[src/rtl/seq_det_ctrl.sv]
// seq_det_ctrl: frame controller for a single-bit sequence detector.
// Accepts a word, resets the detector, shifts the word in MSB-first, drains
// the detector latency and reports a saturating hit count plus last-hit flag.
// Optional macro SEQ_DET_CTRL_HITMAP_EN keeps the per-bit hitmap register;
// without it res_hitmap is tied to zero (port list unchanged).
module seq_det_ctrl #(
    parameter int WORD_W = 8,
    parameter int CNT_W  = 4,
    parameter int LAT    = 0
) (
    input  logic              clk,
    input  logic              rst,
    input  logic              in_valid,
    output logic              in_ready,
    input  logic [WORD_W-1:0] in_data,
    output logic              det_rst_n,
    output logic              det_x,
    input  logic              det_z,
    output logic              res_valid,
    input  logic              res_ready,
    output logic [CNT_W-1:0]  res_count,
    output logic              res_last_hit,
    output logic [WORD_W-1:0] res_hitmap,
    output logic              busy
);

    localparam int SW = $clog2(WORD_W + LAT + 1);
    localparam logic [SW:0] LAT_X = (SW+1)'(LAT);

    typedef enum logic [1:0] {IDLE, SHIFT, DRAIN, REPORT} state_t;

    state_t             state_q, state_d;
    logic [WORD_W-1:0]  sreg_q, sreg_d;
    logic [WORD_W-1:0]  mask_q, mask_d;   // one-hot: bit of in_data the next sample belongs to
    logic [SW-1:0]      s_q, s_d;         // SHIFT/DRAIN cycle number
    logic [CNT_W-1:0]   cnt_q, cnt_d;
    logic               last_q, last_d;
    logic [SW:0]        lag;
    logic               scan;
    logic               samp;
`ifdef SEQ_DET_CTRL_HITMAP_EN
    logic [WORD_W-1:0]  hit_q, hit_d;
`endif

    // Sign bit of s-LAT tells whether the detector output is valid yet.
    assign lag  = {1'b0, s_q} - LAT_X;
    assign scan = (state_q == SHIFT) || (state_q == DRAIN);
    assign samp = scan && !lag[SW];

    // Next-state, datapath updates and hit capture.
    always_comb begin
        state_d = state_q;
        sreg_d  = sreg_q;
        mask_d  = mask_q;
        s_d     = s_q;
        cnt_d   = cnt_q;
        last_d  = last_q;
`ifdef SEQ_DET_CTRL_HITMAP_EN
        hit_d   = hit_q;
`endif
        case (state_q)
            IDLE: begin
                if (in_valid) begin
                    sreg_d  = in_data;
                    mask_d  = {1'b1, {(WORD_W-1){1'b0}}};
                    s_d     = '0;
                    cnt_d   = '0;
                    last_d  = 1'b0;
`ifdef SEQ_DET_CTRL_HITMAP_EN
                    hit_d   = '0;
`endif
                    state_d = SHIFT;
                end
            end
            SHIFT: begin
                sreg_d = sreg_q << 1;
                s_d    = s_q + SW'(1);
                if (s_q == SW'(WORD_W - 1))
                    state_d = (LAT == 0) ? REPORT : DRAIN;
            end
            DRAIN: begin
                s_d = s_q + SW'(1);
                if (s_q == SW'(WORD_W + LAT - 1))
                    state_d = REPORT;
            end
            REPORT: begin
                if (res_ready)
                    state_d = IDLE;
            end
            default: state_d = IDLE;
        endcase

        // Each sample consumes one mask position; a hit is attributed to it.
        if (samp) begin
            mask_d = mask_q >> 1;
            if (det_z) begin
                if (cnt_q != {CNT_W{1'b1}})
                    cnt_d = cnt_q + CNT_W'(1);
                if (mask_q[0])
                    last_d = 1'b1;
`ifdef SEQ_DET_CTRL_HITMAP_EN
                hit_d = hit_q | mask_q;
`endif
            end
        end
    end

    // State and datapath registers with synchronous reset.
    always_ff @(posedge clk) begin
        if (rst) begin
            state_q <= IDLE;
            sreg_q  <= '0;
            mask_q  <= '0;
            s_q     <= '0;
            cnt_q   <= '0;
            last_q  <= 1'b0;
`ifdef SEQ_DET_CTRL_HITMAP_EN
            hit_q   <= '0;
`endif
        end else begin
            state_q <= state_d;
            sreg_q  <= sreg_d;
            mask_q  <= mask_d;
            s_q     <= s_d;
            cnt_q   <= cnt_d;
            last_q  <= last_d;
`ifdef SEQ_DET_CTRL_HITMAP_EN
            hit_q   <= hit_d;
`endif
        end
    end

    assign in_ready     = (state_q == IDLE);
    assign res_valid    = (state_q == REPORT);
    assign busy         = (state_q != IDLE);
    assign det_rst_n    = scan;
    assign det_x        = (state_q == SHIFT) && sreg_q[WORD_W-1];
    assign res_count    = cnt_q;
    assign res_last_hit = last_q;
`ifdef SEQ_DET_CTRL_HITMAP_EN
    assign res_hitmap   = hit_q;
`else
    assign res_hitmap   = '0;
`endif

endmodule
[config.mk]
export PLATFORM = sky130hd
export DESIGN_NAME = seq_det_ctrl
export DESIGN_NICKNAME = d
export VERILOG_FILES = /design/src/rtl/seq_det_ctrl.sv
export SDC_FILE = /design/constraint.sdc
export NUM_CORES = 1
export LEC_CHECK = 0
export BUFFER_PORTS_ARGS = -buffer_cell sky130_fd_sc_hd__buf_2
export CAP_MARGIN = 10
export CORE_UTILIZATION = 35
export CTS_CLUSTER_DIAMETER = 30
export DETAILED_ROUTE_END_ITERATION = 10
export GPL_ROUTABILITY_DRIVEN = 1
export PLACE_DENSITY = 0.54
export SKIP_LAST_GASP = 1
export SYNTH_ARGS = -nofsm -noshare
export SYNTH_HDL_FRONTEND = slang
export SYNTH_SLANG_ARGS = --single-unit
export TNS_END_PERCENT = 1
[constraint.sdc]
create_clock -name clk -period 2.57 [get_ports clk]
set_clock_uncertainty 0.05 [all_clocks]
set_input_delay 0.771 -clock clk [delete_from_list [all_inputs] [get_ports clk]]
set_output_delay 0.771 -clock clk [all_outputs]
set_load 0.01 [all_outputs]
==> out/results.ini <==
[run_status]
outcome = finished clean

[clocking]
clk_path_buf_depth = 2
h-tree-depth = 1
cts-root-buf = clkbuf_8
cts_tree = done
cts_sinks = 27
clkTransAtPathRegs_ps = 90
cts_buffers = 3
cts_resized = 0
clock_latency_ps = 270
holdBufCountCts = 0
post_cts_buffers = 0

[detailed_routing]
routed_via_density = 5.09
routed_wl_um = 2510
dr.pass1.iters = 4
drt_iter0_drc = 54
antenna_left = 0
drc = 0
wl_per_cell_um = 11.9
vias = 1073

[setup_path]
crit_required_ps = 1750
regToRegSetupSlack_ps = 650
cp_max_fo = 9
worstSetupStartpointType = register
r2r-start = state_q[1]$_SDFFE_PP0P_
crit_type = reg -> out
rr_worst_depth = 5
regToRegEndpoint = s_q[3]$_SDFFE_PP0P_
endpoint_kind = output port
arrival_ps = 1340

[power]
total_power_mw = 0.843
p_leak_nw = 0.624
powerDensity_nw_per_um2 = 555
peakVddDrop_mv = 0.269

[global_routing]
met1_usage = 0.157
grt_pass1_wl_um = 4200
grt_pass1_vias = 947
gr-usage-all-layers = 0.125
gr-usage-met2 = 0.217
grt_use_met3 = 0.0211
grt_max_degree = 28
top_usage_layer = met2
overflow = 0
antenna_found_initial = 0

[sta]
slew_headroom = 0.590
finalMaxSlewViolations = 0
fmax_mhz = 463
hold_viol_final = 0
rsz0062_at_grt = no
finalCritPeriodShare = 0.841
setup_violations = 0
layout_min_cycle_time_ps = 2160
setup_tns_ps = 0
max_slew.worst_pin.slew_ps = 614
whs_ps = 450

[final_layout]
num-nets-final = 182
syn2layout_area_growth_pct = 9.86
antenna_cells = 0
area.sequential_um2 = 541
multi_input_area_um2 = 726
num-fill-cells = 381
fin_area_um2 = 1520
final_util = 0.409
drive_gt1_frac = 0.239

[logic_synthesis]
yosysTopAreaCellShare = 0.391
yosysUniqueCellTypes = 42
synth_edf_count = 0
synthTopCellsByArea = dfxtp_1, a211oi_2, mux2i_1, buf_4, ha_1
ys_async_sr_fraction = 0
ys.flop_type = dfxtp_1
yosysWarnings = 0
ys_ff_latch = 27
syn_inst = 144
avgSynthCellArea_um2 = 9.60
synth_seq_area_share = 0.391
syn_area_um2 = 1380
yosys.area.top_type = dfxtp_1

[floorplan]
rows = 22
die_h_um = 64.9
core-area_um2 = 3720
initial_core_util = 0.372
die_x_um = 64.9
io_pins = 31
dieArea_um2 = 4210

[placed_design]
routabilityCongestion = 0.719
portBuffers = 22
dpl-instance-area_um2 = 1470
hpwl_um = 1820

[min_path]
hold_path_class = reg -> reg
hold-path-endpoint = s_q[1]$_SDFFE_PP0P_
hold_depth = 2
worstHoldStart = s_q[1]$_SDFFE_PP0P_

[flow_run]
drv_cap = 0

==> state kept, by name (all words and copies together), names as in the netlist <==
signal / cells
state_q: 2
sreg_q: 8
mask_q: 8
res_count: 4
res_last_hit: 1
s_q: 4
==> cell type report <==
cell class                 instances  share of cell area
multi-input combinational        102               0.478
sequential                        27               0.356
tap                               48              0.0395
clock inverter                     1             0.00494
timing repair buffer              23              0.0774
clock buffer                       3              0.0272
inverter                           7              0.0173
==> stage by stage <==
stage | setup WS (ps) | cells
floorplan | 871 | 151
global placement | 739 | 207
detailed placement | 664 | 207
CTS | 390 | 211
global route | 316 | 211
finish | 408 | 211
==> worst max path at each step <==
stage	startpoint	to	slack [ps]	depth (start not counted)
after global routing	state_q[0]$_SDFFE_PP0P_	det_rst_n	320	3
after CTS	state_q[0]$_SDFFE_PP0P_	det_rst_n	390	3
after floorplan	state_q[1]$_SDFFE_PP0P_	det_x	870	4
final	state_q[1]$_SDFFE_PP0P_	det_rst_n	410	3
after global placement	state_q[0]$_SDFFE_PP0P_	det_rst_n	740	3
after detailed placement	state_q[0]$_SDFFE_PP0P_	s_q[3]$_SDFFE_PP0P_	660	5
==> cell usage in the layout (no fill, tap or decap), drive strengths merged <==
cell type  synthesis  layout
a211oi             8       8
a21oi              7       7
a22oi              8       8
a311oi             1       1
a31oi              3       3
and2               2       2
and3               2       2
and3b              1       1
and4b              1       1
buf               14      23
clkbuf             1       3
clkinvlp           0       1
conb               1       8
dfxtp             27      27
ha                 5       5
inv                7       7
mux2               1       1
mux2i              7       7
nand2              4       4
nand2b             2       2
nand3b             2       2
nand4              1       1
nand4b             2       2
nor2              16      16
nor2b              4       4
nor3               1       1
nor3b              1       1
o2111a             1       1
o2111ai            1       1
o211ai             5       5
o21ai              3       3
o21bai             1       1
o31ai              1       1
o32a               1       1
or3                1       1
xor2               1       1
==> worst max-delay path, stage by stage, from the launching register on <==
cell and delay [ps]:
dfxtp_1 380, inv_1 80, ha_1 430, buf_2 190
==> cell usage after synthesis, types with 2 or more instances <==
library cell	instances
o211ai_1	5
a21oi_1	7
buf_4	9
buf_2	2
nand2_1	3
nor2_1	13
nor2_2	3
nand2b_1	2
a31oi_1	3
nand4b_1	2
nand3b_1	2
a211oi_2	7
nor2b_1	4
o21ai_0	3
inv_1	7
and3_1	2
and2_1	2
dfxtp_1	27
mux2i_1	7
a22oi_1	8
ha_1	5
==> cell families after synthesis <==
kind of cell             Yosys count  share of synthesized area
AND/OR/NAND/NOR                   40                      0.162
XOR/XNOR                           1                    0.00634
multiplexers                       8                     0.0615
buffers and inverters             22                      0.103
flip-flops                        27                      0.391
other                              1                    0.00271
adder cells (fa/ha/maj)            5                     0.0452
AO/OA/AOI/OAI                     40                      0.228
==> report_power, final <==
group / total [mW] / switching, mW / internal, mW / leakage [nW]
clock: 0.246 / 0.136 / 0.110 / 0.0217
sequential: 0.452 / 0.0132 / 0.439 / 0.220
combinational: 0.145 / 0.0876 / 0.0579 / 0.382
total: 0.843 / 0.237 / 0.606 / 0.624
==> layer usage <==
metal / up-vias / share of wire
li1: 544 / -
met4: 0 / 0
met5: - / 0
met2: 24 / 0.49
met1: 505 / 0.48
met3: 0 / 0.031
(Power assumes the default switching activity.)
